--- config.mk ---
export PLATFORM = sky130hd
export DESIGN_NAME = store_align_queue_flat
export DESIGN_NICKNAME = d
export VERILOG_FILES = /design/src/rtl/store_align_queue_pkg.sv /design/src/rtl/store_align_queue_if.sv /design/src/rtl/store_align_queue_align.sv /design/src/rtl/store_align_queue.sv /design/src/flat_wrapper.sv
export SDC_FILE = /design/constraint.sdc
export NUM_CORES = 1
export LEC_CHECK = 0
export ABC_AREA = 1
export CORE_MARGIN = 4
export CORE_UTILIZATION = 30
export DETAILED_ROUTE_END_ITERATION = 6
export DONT_BUFFER_PORTS = 1
export PLACE_DENSITY_LB_ADDON = 0.25
export SLEW_MARGIN = 20
export SYNTH_ARGS = -nofsm -noshare
export SYNTH_HDL_FRONTEND = slang
export SYNTH_SLANG_ARGS = --single-unit
--- constraint.sdc ---
create_clock -name clk -period 8.91 [get_ports clk]
set_input_delay 0.891 -clock clk [delete_from_list [all_inputs] [get_ports clk]]
set_output_delay 0.891 -clock clk [all_outputs]
set_load 0.05 [all_outputs]
--- src/rtl/store_align_queue_pkg.sv ---
// Shared constants and types for the store alignment queue: opcodes, byte-enable
// patterns (big-endian, bit 3 = bits 31:24) and the queue entry layout.
package store_align_queue_pkg;

   localparam int DEPTH = 4;
   localparam int PTR_W = 2;
   localparam int CNT_W = PTR_W + 1;

   localparam logic [5:0] OP_SB = 6'h28;
   localparam logic [5:0] OP_SH = 6'h29;
   localparam logic [5:0] OP_SW = 6'h2b;

   localparam logic [3:0] WE_B0   = 4'b1000;
   localparam logic [3:0] WE_B1   = 4'b0100;
   localparam logic [3:0] WE_B2   = 4'b0010;
   localparam logic [3:0] WE_B3   = 4'b0001;
   localparam logic [3:0] WE_HI   = 4'b1100;
   localparam logic [3:0] WE_LO   = 4'b0011;
   localparam logic [3:0] WE_W    = 4'b1111;
   localparam logic [3:0] WE_NONE = 4'b0000;

   typedef struct packed {
      logic [29:0] addr;
      logic [31:0] data;
      logic [3:0]  we;
   } sq_entry_t;

endpackage

--- src/rtl/store_align_queue_if.sv ---
// Bundle of the store request, memory drain and load hazard signals of the queue.
interface store_align_queue_if;

   logic        st_valid;
   logic        st_ready;
   logic [5:0]  st_opcode;
   logic [31:0] st_addr;
   logic [31:0] st_data;
   logic        mem_valid;
   logic        mem_ready;
   logic [29:0] mem_addr;
   logic [31:0] mem_data;
   logic [3:0]  mem_we;
   logic [31:0] ld_addr;
   logic        ld_valid;
   logic        ld_hazard;
   logic        misaligned;
   logic        empty;

   modport master (
      output st_valid, st_opcode, st_addr, st_data, mem_ready, ld_addr, ld_valid,
      input  st_ready, mem_valid, mem_addr, mem_data, mem_we, ld_hazard, misaligned, empty
   );

   modport slave (
      input  st_valid, st_opcode, st_addr, st_data, mem_ready, ld_addr, ld_valid,
      output st_ready, mem_valid, mem_addr, mem_data, mem_we, ld_hazard, misaligned, empty
   );

endinterface

--- src/rtl/store_align_queue_align.sv ---
// Combinational store formatter: replicates write data across the word and builds
// the big-endian byte enables, flagging SH/SW requests that are not naturally aligned.
module store_align
   import store_align_queue_pkg::*;
(
   input  logic [5:0]  opcode,
   input  logic [1:0]  off,
   input  logic [31:0] data,
   output logic [31:0] al_data,
   output logic [3:0]  al_we,
   output logic        is_store,
   output logic        misalign
);

   // Decode opcode and byte offset into aligned data and byte enables.
   always_comb begin
      al_data  = 32'h0000_0000;
      al_we    = WE_NONE;
      is_store = 1'b0;
      misalign = 1'b0;
      case (opcode)
         OP_SB: begin
            is_store = 1'b1;
            al_data  = {4{data[7:0]}};
            case (off)
               2'd0:    al_we = WE_B0;
               2'd1:    al_we = WE_B1;
               2'd2:    al_we = WE_B2;
               2'd3:    al_we = WE_B3;
               default: al_we = WE_NONE;
            endcase
         end
         OP_SH: begin
            is_store = 1'b1;
            al_data  = {2{data[15:0]}};
            if (off[0]) begin
               misalign = 1'b1;
            end else begin
               al_we = off[1] ? WE_LO : WE_HI;
            end
         end
         OP_SW: begin
            is_store = 1'b1;
            al_data  = data;
            if (off != 2'b00) begin
               misalign = 1'b1;
            end else begin
               al_we = WE_W;
            end
         end
         default: begin
            is_store = 1'b0;
         end
      endcase
   end

endmodule

--- src/rtl/store_align_queue.sv ---
// In-order store queue: formats SB/SH/SW requests, drains them to data memory over
// a valid/ready handshake and flags loads whose word matches a pending store.
module store_align_queue
   import store_align_queue_pkg::*;
(
   input logic               clk,
   input logic               rst,
   store_align_queue_if.slave bus
);

   sq_entry_t        entries [DEPTH];
   logic [PTR_W-1:0] head;
   logic [PTR_W-1:0] tail;
   logic [CNT_W-1:0] count;
   logic             misaligned_r;

   logic [31:0]      al_data;
   logic [3:0]       al_we;
   logic             is_store;
   logic             misalign;
   logic             accept;
   logic             do_enq;
   logic             do_deq;
   logic             empty;
   logic             hit;
   logic [PTR_W-1:0] slot;
   logic             unused_bits;

   store_align u_align (
      .opcode   (bus.st_opcode),
      .off      (bus.st_addr[1:0]),
      .data     (bus.st_data),
      .al_data  (al_data),
      .al_we    (al_we),
      .is_store (is_store),
      .misalign (misalign)
   );

   assign unused_bits = ^bus.ld_addr[1:0];

   // Handshake qualification; a full queue refuses even if it drains this cycle.
   always_comb begin
      empty  = (count == CNT_W'(0));
      accept = bus.st_valid && (count != CNT_W'(DEPTH));
      do_enq = accept && is_store && !misalign;
      do_deq = !empty && bus.mem_ready;
   end

   // Queue storage, pointers, occupancy and the misaligned-drop pulse.
   always_ff @(posedge clk) begin
      if (rst) begin
         head         <= '0;
         tail         <= '0;
         count        <= '0;
         misaligned_r <= 1'b0;
         for (int i = 0; i < DEPTH; i++) begin
            entries[i] <= '0;
         end
      end else begin
         if (do_enq) begin
            entries[tail] <= '{addr: bus.st_addr[31:2], data: al_data, we: al_we};
            tail          <= tail + PTR_W'(1);
         end
         if (do_deq) begin
            head <= head + PTR_W'(1);
         end
         if (do_enq && !do_deq) begin
            count <= count + CNT_W'(1);
         end else if (!do_enq && do_deq) begin
            count <= count - CNT_W'(1);
         end else begin
            count <= count;
         end
         misaligned_r <= accept && is_store && misalign;
      end
   end

   // Only slots between head and head+count hold live stores; stale slots are ignored.
   always_comb begin
      hit  = 1'b0;
      slot = head;
      for (int i = 0; i < DEPTH; i++) begin
         slot = head + PTR_W'(i);
         if ((CNT_W'(i) < count) && (entries[slot].addr == bus.ld_addr[31:2])) begin
            hit = 1'b1;
         end else begin
            hit = hit;
         end
      end
   end

   // Output drive: memory side straight from the head entry register.
   always_comb begin
      bus.st_ready   = (count != CNT_W'(DEPTH));
      bus.mem_valid  = !empty;
      bus.mem_addr   = entries[head].addr;
      bus.mem_data   = entries[head].data;
      bus.mem_we     = entries[head].we;
      bus.ld_hazard  = bus.ld_valid && !empty && hit;
      bus.misaligned = misaligned_r;
      bus.empty      = empty;
   end

endmodule
--- src/flat_wrapper.sv ---
// flat-port wrapper written by rule: the top's interface ports become plain ports
module store_align_queue_flat import store_align_queue_pkg::*;
  (clk, rst, bus_st_valid, bus_st_opcode, bus_st_addr, bus_st_data, bus_mem_ready, bus_ld_addr, bus_ld_valid, bus_st_ready, bus_mem_valid, bus_mem_addr, bus_mem_data, bus_mem_we, bus_ld_hazard, bus_misaligned, bus_empty);
  store_align_queue_if bus_i ();
  input logic clk;
  input logic rst;
  input wire logic [$bits(bus_i.st_valid)-1:0] bus_st_valid;
  input wire logic [$bits(bus_i.st_opcode)-1:0] bus_st_opcode;
  input wire logic [$bits(bus_i.st_addr)-1:0] bus_st_addr;
  input wire logic [$bits(bus_i.st_data)-1:0] bus_st_data;
  input wire logic [$bits(bus_i.mem_ready)-1:0] bus_mem_ready;
  input wire logic [$bits(bus_i.ld_addr)-1:0] bus_ld_addr;
  input wire logic [$bits(bus_i.ld_valid)-1:0] bus_ld_valid;
  output wire logic [$bits(bus_i.st_ready)-1:0] bus_st_ready;
  output wire logic [$bits(bus_i.mem_valid)-1:0] bus_mem_valid;
  output wire logic [$bits(bus_i.mem_addr)-1:0] bus_mem_addr;
  output wire logic [$bits(bus_i.mem_data)-1:0] bus_mem_data;
  output wire logic [$bits(bus_i.mem_we)-1:0] bus_mem_we;
  output wire logic [$bits(bus_i.ld_hazard)-1:0] bus_ld_hazard;
  output wire logic [$bits(bus_i.misaligned)-1:0] bus_misaligned;
  output wire logic [$bits(bus_i.empty)-1:0] bus_empty;
  assign bus_i.st_valid = bus_st_valid;
  assign bus_i.st_opcode = bus_st_opcode;
  assign bus_i.st_addr = bus_st_addr;
  assign bus_i.st_data = bus_st_data;
  assign bus_i.mem_ready = bus_mem_ready;
  assign bus_i.ld_addr = bus_ld_addr;
  assign bus_i.ld_valid = bus_ld_valid;
  assign bus_st_ready = bus_i.st_ready;
  assign bus_mem_valid = bus_i.mem_valid;
  assign bus_mem_addr = bus_i.mem_addr;
  assign bus_mem_data = bus_i.mem_data;
  assign bus_mem_we = bus_i.mem_we;
  assign bus_ld_hazard = bus_i.ld_hazard;
  assign bus_misaligned = bus_i.misaligned;
  assign bus_empty = bus_i.empty;
  store_align_queue u_core (.clk(clk), .rst(rst), .bus(bus_i));
endmodule
### After elaboration in Yosys (flattened, before gate mapping)

Memories as Yosys holds them, arrays and structs flattened. A register that Yosys moved wholly into a read port is not among the register bits.
Cells that the tools add are included.

| storage, ports and cells | value |
|---|---|
| memories kept | 1 |
| flip-flop bits (word level) | 8 |
| output and inout port bits | 71 |
| input bits | 107 |
| logic and storage cells | 75 |
| RAM bits | 264 |

Memory list:

| name | words | width | read ports | clocked after memory_dff | wr ports | line | RTL |
|---|---|---|---|---|---|---|---|
| u_core.entries | 4 | 66 | 4 | 1 | 4 | store_align_queue.sv:11 | `sq_entry_t entries [DEPTH];` |

| operators by class | value |
|---|---|
| add/sub/neg operators | 6 |
| reductions and logical operators | 23 |
| magnitude comparators | 4 |
| multiplexer cells | 26 |
| equal/unequal tests | 11 |

Operators by type and width:

| kind | count |
|---|---|
| $eq A30 B30 Y1 | 4 |
| $pmux W32 S3 | 1 |
| $mux W66 | 1 |
| $reduce_or A66 Y1 | 1 |
| $eq A6 B6 Y1 const B | 3 |
| $pmux W4 S4 | 1 |
| $logic_and A1 B1 Y1 | 13 |
| $mux W1 | 13 |
| $mux W4 | 3 |
| $pmux W4 S3 | 1 |
| $lt A1 B3 Y1 const A | 2 |
| $lt A2 B3 Y1 const A | 2 |
| $mux W2 | 3 |
| $mux W3 | 2 |
| $add A2 B1 Y2 const B | 2 |
| $add A2 B2 Y2 const B | 2 |
| $eq A2 B2 Y1 const B | 2 |
| $logic_not A1 Y1 | 4 |
| $reduce_bool A2 Y1 | 2 |
| $add A3 B1 Y3 const B | 1 |
| $logic_not A3 Y1 | 1 |
| $ne A3 B3 Y1 const B | 1 |
| $reduce_or A3 Y1 | 1 |
| $sub A3 B1 Y3 const B | 1 |
| other kinds (3) | 3 |

### Depth between registers and ports, before layout

| logic depth | value |
|---|---|
| word-level depth | 10 |
| mapped depth | 18 |
| mapped depth without buffers | 16 |

### Cells and area by module

Synthesis repeated with hierarchy kept, for this count alone.

| second synthesis, totals | value |
|---|---|
| cell total of the unflattened synthesis | 2497 |
| area total of the unflattened synthesis | 17381.7 um2 |

Modules (own cells, without submodules):

| module | sequential area each (um2) | cells each | area an instance (um2) | times used |
|---|---|---|---|---|
| store_align_queue | 8127.8 | 2368 | 16773.6 | 1 |
| store_align | 0.0 | 129 | 608.1 | 1 |

### Worst setup path before layout

OpenSTA, ideal clock, no wires.

| timing | value |
|---|---|
| path kind | input port to flip-flop |
| start | input bus_st_opcode[5] |
| end | memory u_core.entries[0][0] in the netlist's numbering, enable pin |
| arrival | 3.505 ns |
| required time | 8.484 ns |
| setup slack | 4.979 ns |
| stages on the path | 12 |
| library setup time | 0.426 ns |
| path buffers | 2 |
| cell sequence | inv_1 -> nor2_4 -> nand3_1 -> nand2_1 -> nand3_2 -> a21oi_2 -> nand2_2 -> nor2_4 -> nand2_2 -> buf_6 -> buf_6 -> nand2_1 |

RTL lines:

| item | line | RTL |
|---|---|---|
| start: declaration | flat_wrapper.sv:8 | `input wire logic [$bits(bus_i.st_opcode)-1:0] bus_st_opcode;` |
| end: declaration | store_align_queue.sv:11 |  |

==> metrics.txt <==
# TYPE chip_impl_metric gauge
chip_impl_metric{name="critPathRequiredTime",unit="ns"} 8.02
chip_impl_metric{name="drt-wirelength-per-cell",unit="um"} 20.7
chip_impl_metric{name="cts_num_sinks",unit=""} 274
chip_impl_metric{name="cts_repair_resize_count",unit=""} 0
chip_impl_metric{name="ioPinCount",unit=""} 178
chip_impl_info{name="timing.critical_path.cells",value="inv_2 -> buf_4 -> nand3_1 -> nand2_1 -> inv_1 -> nand2_1 -> nand2_1 -> nand2_1 -> nor2_1 -> nand2_1 -> nor2_1 -> nand2_1 -> nand2_1 -> nor2_1 -> nor2_1"} 1
chip_impl_metric{name="reg2reg_slack",unit="ns"} 3.84
chip_impl_metric{name="placementRows",unit=""} 87
chip_impl_info{name="rsz0062_at_grt",value="false"} 1
chip_impl_metric{name="h_tree_level_count",unit=""} 2
chip_impl_metric{name="cts-buffers-inserted",unit=""} 35
chip_impl_info{name="worst_setup_path_class",value="reg -> out"} 1
chip_impl_metric{name="postLayoutCoreUtil",unit="%"} 33.7
chip_impl_metric{name="min_path_cells",unit=""} 1
chip_impl_info{name="grt-busiest-layer",value="met2"} 1
chip_impl_metric{name="ys_seq_elements",unit=""} 274
chip_impl_metric{name="timing.final.hold_violations",unit=""} 0
chip_impl_metric{name="area_growth",unit="%"} 10.8
chip_impl_info{name="worst_setup_path_end_kind",value="output pin"} 1
chip_impl_info{name="cp-start-kind",value="register"} 1
chip_impl_metric{name="ant_nets",unit=""} 0
chip_impl_info{name="cts_tree",value="built"} 1
chip_impl_metric{name="cellLeakagePower",unit="nW"} 8.33
chip_impl_metric{name="die_width",unit="um"} 248
chip_impl_metric{name="hold_buffers",unit=""} 0
chip_impl_metric{name="setup_viol_count_final",unit=""} 0
chip_impl_info{name="hold_path_class",value="in -> reg"} 1
chip_impl_metric{name="cpPeakStageDelay",unit="ns"} 0.89
chip_impl_metric{name="global_route_wire_length_before_repair",unit="um"} 95900
chip_impl_metric{name="globalRouteOverflowTotal",unit=""} 0
chip_impl_metric{name="drt_drc_violations_left",unit=""} 0
chip_impl_metric{name="insertion_delay",unit="ns"} 0.56
chip_impl_info{name="worst_path_max_delay_cell",value="dfxtp_2"} 1
chip_impl_info{name="yosysTopAreaCell",value="edfxtp_1"} 1
chip_impl_metric{name="critPathBufInv",unit=""} 3
chip_impl_metric{name="initial_utilization",unit="%"} 30.4
chip_impl_metric{name="post_cts.repair.setup_buffers",unit=""} 0
chip_impl_metric{name="setup_skew",unit="ns"} 0.0249
chip_impl_metric{name="drt_pre_antenna_iters",unit=""} 6
chip_impl_metric{name="setup-tns-final",unit="ns"} 0
chip_impl_metric{name="timing.max_cap.violations",unit=""} 0
chip_impl_info{name="yosys-top-cells-area",value="edfxtp_1 46%, nand2_1 21%, nor2_1 7.9%"} 1
chip_impl_info{name="critical-path-top-delay-family",value="simple AND/OR/NAND/NOR gates"} 1
chip_impl_metric{name="global_route.usage.met3",unit="%"} 5.75
chip_impl_metric{name="grt_pass1_vias",unit=""} 14815
chip_impl_metric{name="placer_congestion",unit=""} 0.930
chip_impl_metric{name="grt_max_degree",unit=""} 95
chip_impl_metric{name="synth_fp_nets",unit=""} 2545
chip_impl_info{name="status",value="finished clean"} 1
chip_impl_metric{name="finalCriticalPeriod",unit="ns"} 5.67
chip_impl_metric{name="final_net_count",unit=""} 2497
chip_impl_metric{name="post_detailed_route_via_to_cell_ratio",unit=""} 5.02
chip_impl_metric{name="cell_area_after_technology_mapping",unit="um2"} 17200
chip_impl_metric{name="cp_max_fo",unit=""} 43
chip_impl_metric{name="postSynthCellCount",unit=""} 2433
chip_impl_metric{name="clk_transition_reported_paths",unit="ns"} 0.06
chip_impl_metric{name="cp.depth",unit=""} 15
chip_impl_metric{name="drv_slew",unit=""} 0
chip_impl_metric{name="slew_headroom",unit="%"} 21.8
chip_impl_metric{name="grt.met1_usage",unit="%"} 28.3
chip_impl_metric{name="io_buffers",unit=""} 0
chip_impl_metric{name="vias",unit=""} 15912
chip_impl_metric{name="detailedPlacementHpwl",unit="um"} 43800
chip_impl_metric{name="post-synth-top-area-fraction",unit="%"} 46.0
chip_impl_metric{name="maxClockFrequency",unit="MHz"} 176
chip_impl_metric{name="chipHeight",unit="um"} 248
chip_impl_metric{name="worst_ir_drop_vdd",unit="uV"} 179
chip_impl_info{name="clock_tree.root_cell",value="clkbuf_16"} 1
chip_impl_metric{name="synthDistinctLibCells",unit=""} 33
chip_impl_metric{name="cts_max_path_buffers",unit=""} 3
chip_impl_metric{name="initial_antenna_violation_count",unit=""} 5
chip_impl_metric{name="total_power",unit="W"} 0.00544
chip_impl_metric{name="grt.met2_usage",unit="%"} 33.0
chip_impl_metric{name="die_area",unit="um2"} 61300
chip_impl_metric{name="fp.coreArea",unit="um2"} 56600
chip_impl_metric{name="worst_hold_check_slack",unit="ns"} 0.442
chip_impl_metric{name="fillerInstances",unit=""} 6091
chip_impl_metric{name="rr_worst_depth",unit=""} 10
chip_impl_metric{name="timing.final.crit_share",unit="%"} 63.6
chip_impl_metric{name="drt_first_iter_violations",unit=""} 1371
chip_impl_metric{name="multi_input_area",unit="um2"} 7640
chip_impl_metric{name="power-per-cell-area",unit="nW/um2"} 285
chip_impl_metric{name="max_slew.worst_pin.slew",unit="ns"} 1.19
chip_impl_metric{name="arrival",unit="ns"} 4.78
chip_impl_metric{name="drt_wl_total",unit="um"} 65600
chip_impl_metric{name="syn-mean-instance-area",unit="um2"} 7.08
chip_impl_info{name="critical-path-top-cell-by-count",value="nand2_1"} 1
chip_impl_metric{name="gr-usage-all-layers",unit="%"} 20.9
chip_impl_metric{name="drive_above_1_share",unit="%"} 5.35
chip_impl_metric{name="synth_warnings",unit=""} 0
chip_impl_metric{name="synth_seq_area_share",unit="%"} 47.2
chip_impl_metric{name="layout.area.seq",unit="um2"} 8140
cell type report:
cell class / instances / share of cell area [%]
sequential: 274 / 42.6
multi-input combinational: 1800 / 40.1
clock buffer: 51 / 5.28
tap: 756 / 4.96
inverter: 235 / 4.64
timing repair buffer: 39 / 1.55
clock inverter: 12 / 0.852
antenna: 2 / 0.0262
worst reg2reg max path, stage by stage, from the launching register on:
cell and delay, ns:
dfxtp_1 0.34, inv_1 0.15, ha_1 0.20, nand2_1 0.53
nand3_2 0.32, a21oi_2 0.12, nand2_4 0.50, buf_4 0.90
o21ai_0 0.23, inv_2 0.60, buf_4 0.77
state kept, by name, indices dropped and copies added, names as in the netlist, named ones only:
signal / flops
u_core.bus.misaligned: 1
u_core.count: 3
u_core.entries: 264
u_core.head: 2
u_core.tail: 2
cell families after synthesis:
| kind of cell | count (synthesis) | share of synthesized area (%) |
|---|---|---|
| xor+xnor | 6 | 0.305 |
| compound gates | 185 | 5.82 |
| fa+ha+maj | 5 | 0.363 |
| simple gates | 1604 | 37.5 |
| flops | 274 | 47.2 |
| buf+inv | 359 | 8.86 |
placed cells by master, fill, tap and decap left out, drive strengths merged, types with 2 or more instances in the layout:
cell type  count
nand4         20
xor2           5
edfxtp       264
a31oi          2
bufinv         3
clkinv        11
a21oi         15
nand2        967
diode          2
dfxtp         10
o21ai        115
clkbuf        51
ha             5
inv          233
buf           39
nor2         375
nand3        176
o22ai         50
nor3          66
power breakdown:
group	switching (W)	leakage (nW)	total (W)	internal (W)
clock	0.000571	0.571	0.00145	0.000876
combinational	0.00191	4.95	0.00242	0.000515
sequential	0.000104	2.81	0.00157	0.00147
total	0.00258	8.33	0.00544	0.00286
Yosys cell counts:
cell / instances
nand2_1: 963
nor2_1: 363
edfxtp_1: 264
inv_1: 230
nand3_1: 174
o21ai_0: 110
nor3_1: 66
buf_2: 53
o22ai_1: 50
clkbuf_1: 46
nand4_1: 19
a21oi_1: 14
buf_4: 14
dfxtp_1: 10
nor2_2: 9
buf_6: 8
ha_1: 5
o21ai_1: 5
xor2_1: 5
nand2_2: 4
buf_1: 3
inv_2: 3
nor2_4: 3
a31oi_1: 2
clkinv_1: 2
a211oi_1: 1
a21oi_2: 1
nand3_2: 1
nand3_4: 1
nand4_2: 1
o211ai_1: 1
o31ai_1: 1
xnor2_1: 1
per-layer routing:
layer  vias up  routed length [um]
met2       624               29200
met5         -                  34
li1       7700                   -
met4         6                1700
met3        92                6030
met1      7490               28600
per-stage QoR:
| step | std cells | worst slack (ns) | area (um2) |
|---|---|---|---|
| after detailed placement | 3104 | 3.30 | 17900 |
| after floorplan | 2433 | 4.98 | 17200 |
| after CTS | 3167 | 3.05 | 19100 |
| final | 3169 | 3.24 | 19100 |
| after global routing | 3167 | 2.95 | 19100 |
| after global placement | 3104 | 3.32 | 17900 |
worst paths after layout:
kind	startpoint	endpoint
max	register	bus_ld_hazard
min	rst	u_core.head[1]
min reg2reg	u_core.count[2]	u_core.count[2]
max reg2reg	u_core.count[0]	u_core.entries[3][55]
Power figures use the tool's default switching activity.
==> edit: new RTL, config.mk and constraints unchanged <==
Set the package constant `PTR_W` to 3 (it was 2).
--- a/src/rtl/store_align_queue_pkg.sv
+++ b/src/rtl/store_align_queue_pkg.sv
@@ -3,7 +3,7 @@
 package store_align_queue_pkg;
 
    localparam int DEPTH = 4;
-   localparam int PTR_W = 2;
+   localparam int PTR_W = 3;
    localparam int CNT_W = PTR_W + 1;
 
    localparam logic [5:0] OP_SB = 6'h28;
Check against the original RTL: not settled (the Yosys comparison gave no result); the edit may change what the design does.
==> edit against the original RTL <==
- global-route usage shrank 0.78 points
- sequential cell count grew 1
- non-clock buffer count grew 7
- cell count grew 2.4%
- die area grew 1.6%
- wire length shrank 0.48%
- clock skew shrank 4.1 ps
- worst setup slack lost 550 ps
- synthesized area grew 1.6%
- combinational power grew 45%
- power grew 18%
- cell area grew 1.3%
- utilization shrank 0.22 points
- critical path type unchanged
- largest cell class unchanged
==> edit: results (changes against the original RTL) <==
| Metric | Value |
|---|---|
| Pre-CTS setup slack | `3270 ps (-27.9 ps)` |
| Worst reg2reg endpoint | `u_core.entries[2][36]` |
| Worst Reg2Reg Path Length in Cells | `12 (+2)` |
| Max Clock Skew | `20.8 ps (-4.10 ps)` |
| Pin count of the biggest net entering global routing | `86 (-9.5%)` |
| Via count | `16500 (+3.9%)` |
| Placed wire-length estimate | `43300 um (-0.98%)` |
| Synthesized Nets | `2615 (+2.8%)` |
| CTS buffer count | `34 (-2.9%)` |
| Worst EP arrival | `5330 ps (+550 ps)` |
| Clk_lat worst skew | `540 ps (-20 ps)` |
| Seq pwr share | `0.254 (-0.035)` |
| Actual slew at the worst max-slew pin | `1170 ps (-20.0 ps)` |
| Status | `finished clean` |
| Aggregate routed wire length | `65300 um (-0.48%)` |
| Internal Power | `2990 uW (+4.7%)` |
| Worst setup margin | `2690 ps (-550 ps)` |
| HP Class | `reg2reg` |
| R2R Setup Slk | `4470 ps (+630 ps)` |
| Seq/Total Area, Yosys | `0.465 (-0.00651)` |
| Vias in the first global route | `15700 (+6.3%)` |
| P_leak | `0.00851 uW (+2.2%)` |
| Clk pwr share | `0.201 (-0.065)` |
| Share of cells above drive strength 1 | `0.0512 (-0.00227)` |
| Global-route wire length before repair | `97200 um (+1.3%)` |
| CP max FO | `63 (+47%)` |
| Tot GR Track Use | `0.202 (-0.00784)` |
[edit: cell count changes after synthesis, sizes merged, moves of 6 or more]
| cell | change |
|---|---|
| o22ai | -10 |
| nand2 | +18 |
| nor3 | +26 |
| a221oi | +8 |
| inv | +17 |
| nand4 | -6 |
| nand3 | +19 |
| clkbuf | +14 |
| buf | -10 |
| a21oi | +14 |
| nor2 | -33 |
| o21ai | +14 |
[edit: how the worst min path moves through the flow]
stage,startpoint,end,slack [ps],cells after the start
2_1_floorplan,u_core.count[3],u_core.count[3],450,2
3_3_place_gp,u_core.count[3],u_core.count[3],470,2
3_5_place_dp,u_core.count[3],u_core.count[3],500,2
4_1_cts,rst,u_core.count[1],500,3
5_1_grt,rst,u_core.count[1],520,3
6_report,u_core.count[3],u_core.count[3],500,2
[edit: per-stage QoR]
stage	util	total power, uW	instance area, um^2	instances
CTS	0.334	6460	19300	3244
floorplan	-	4190	17500	2503
detailed placement	0.317	5160	18300	3186
finish	0.335	6440	19300	3245
global route	0.335	6850	19300	3244
global placement	0.317	5130	18300	3186
[edit: cells by family (layout without fill, tap and decap cells)]
group           after synthesis  count (layout)  synth area share
simple gates               1628            1628             0.376
flops                       275             275             0.465
buf+inv                     380             356            0.0875
fa+ha+maj                     5               5           0.00357
other cells                   0               1                 0
xor+xnor                      4               4           0.00200
compound gates              211             211            0.0656
[edit: area by class of cell]
class                           instances  area, um^2
Antenna cell                            1        2.50
Clock inverter                         15         119
Clock buffer                           43         885
Tap cell                              765         957
Fill cell                            6208       38400
Multi-Input combinational cell       1848        7900
Timing Repair Buffer                   46         345
Inverter                              252         953
Sequential cell                       275        8160
[edit: routing by layer]
metal,global-route usage,wire length (um)
met5,0,46
met4,0.0488,1400
met3,0.0522,5790
met2,0.338,30300
met1,0.262,27800
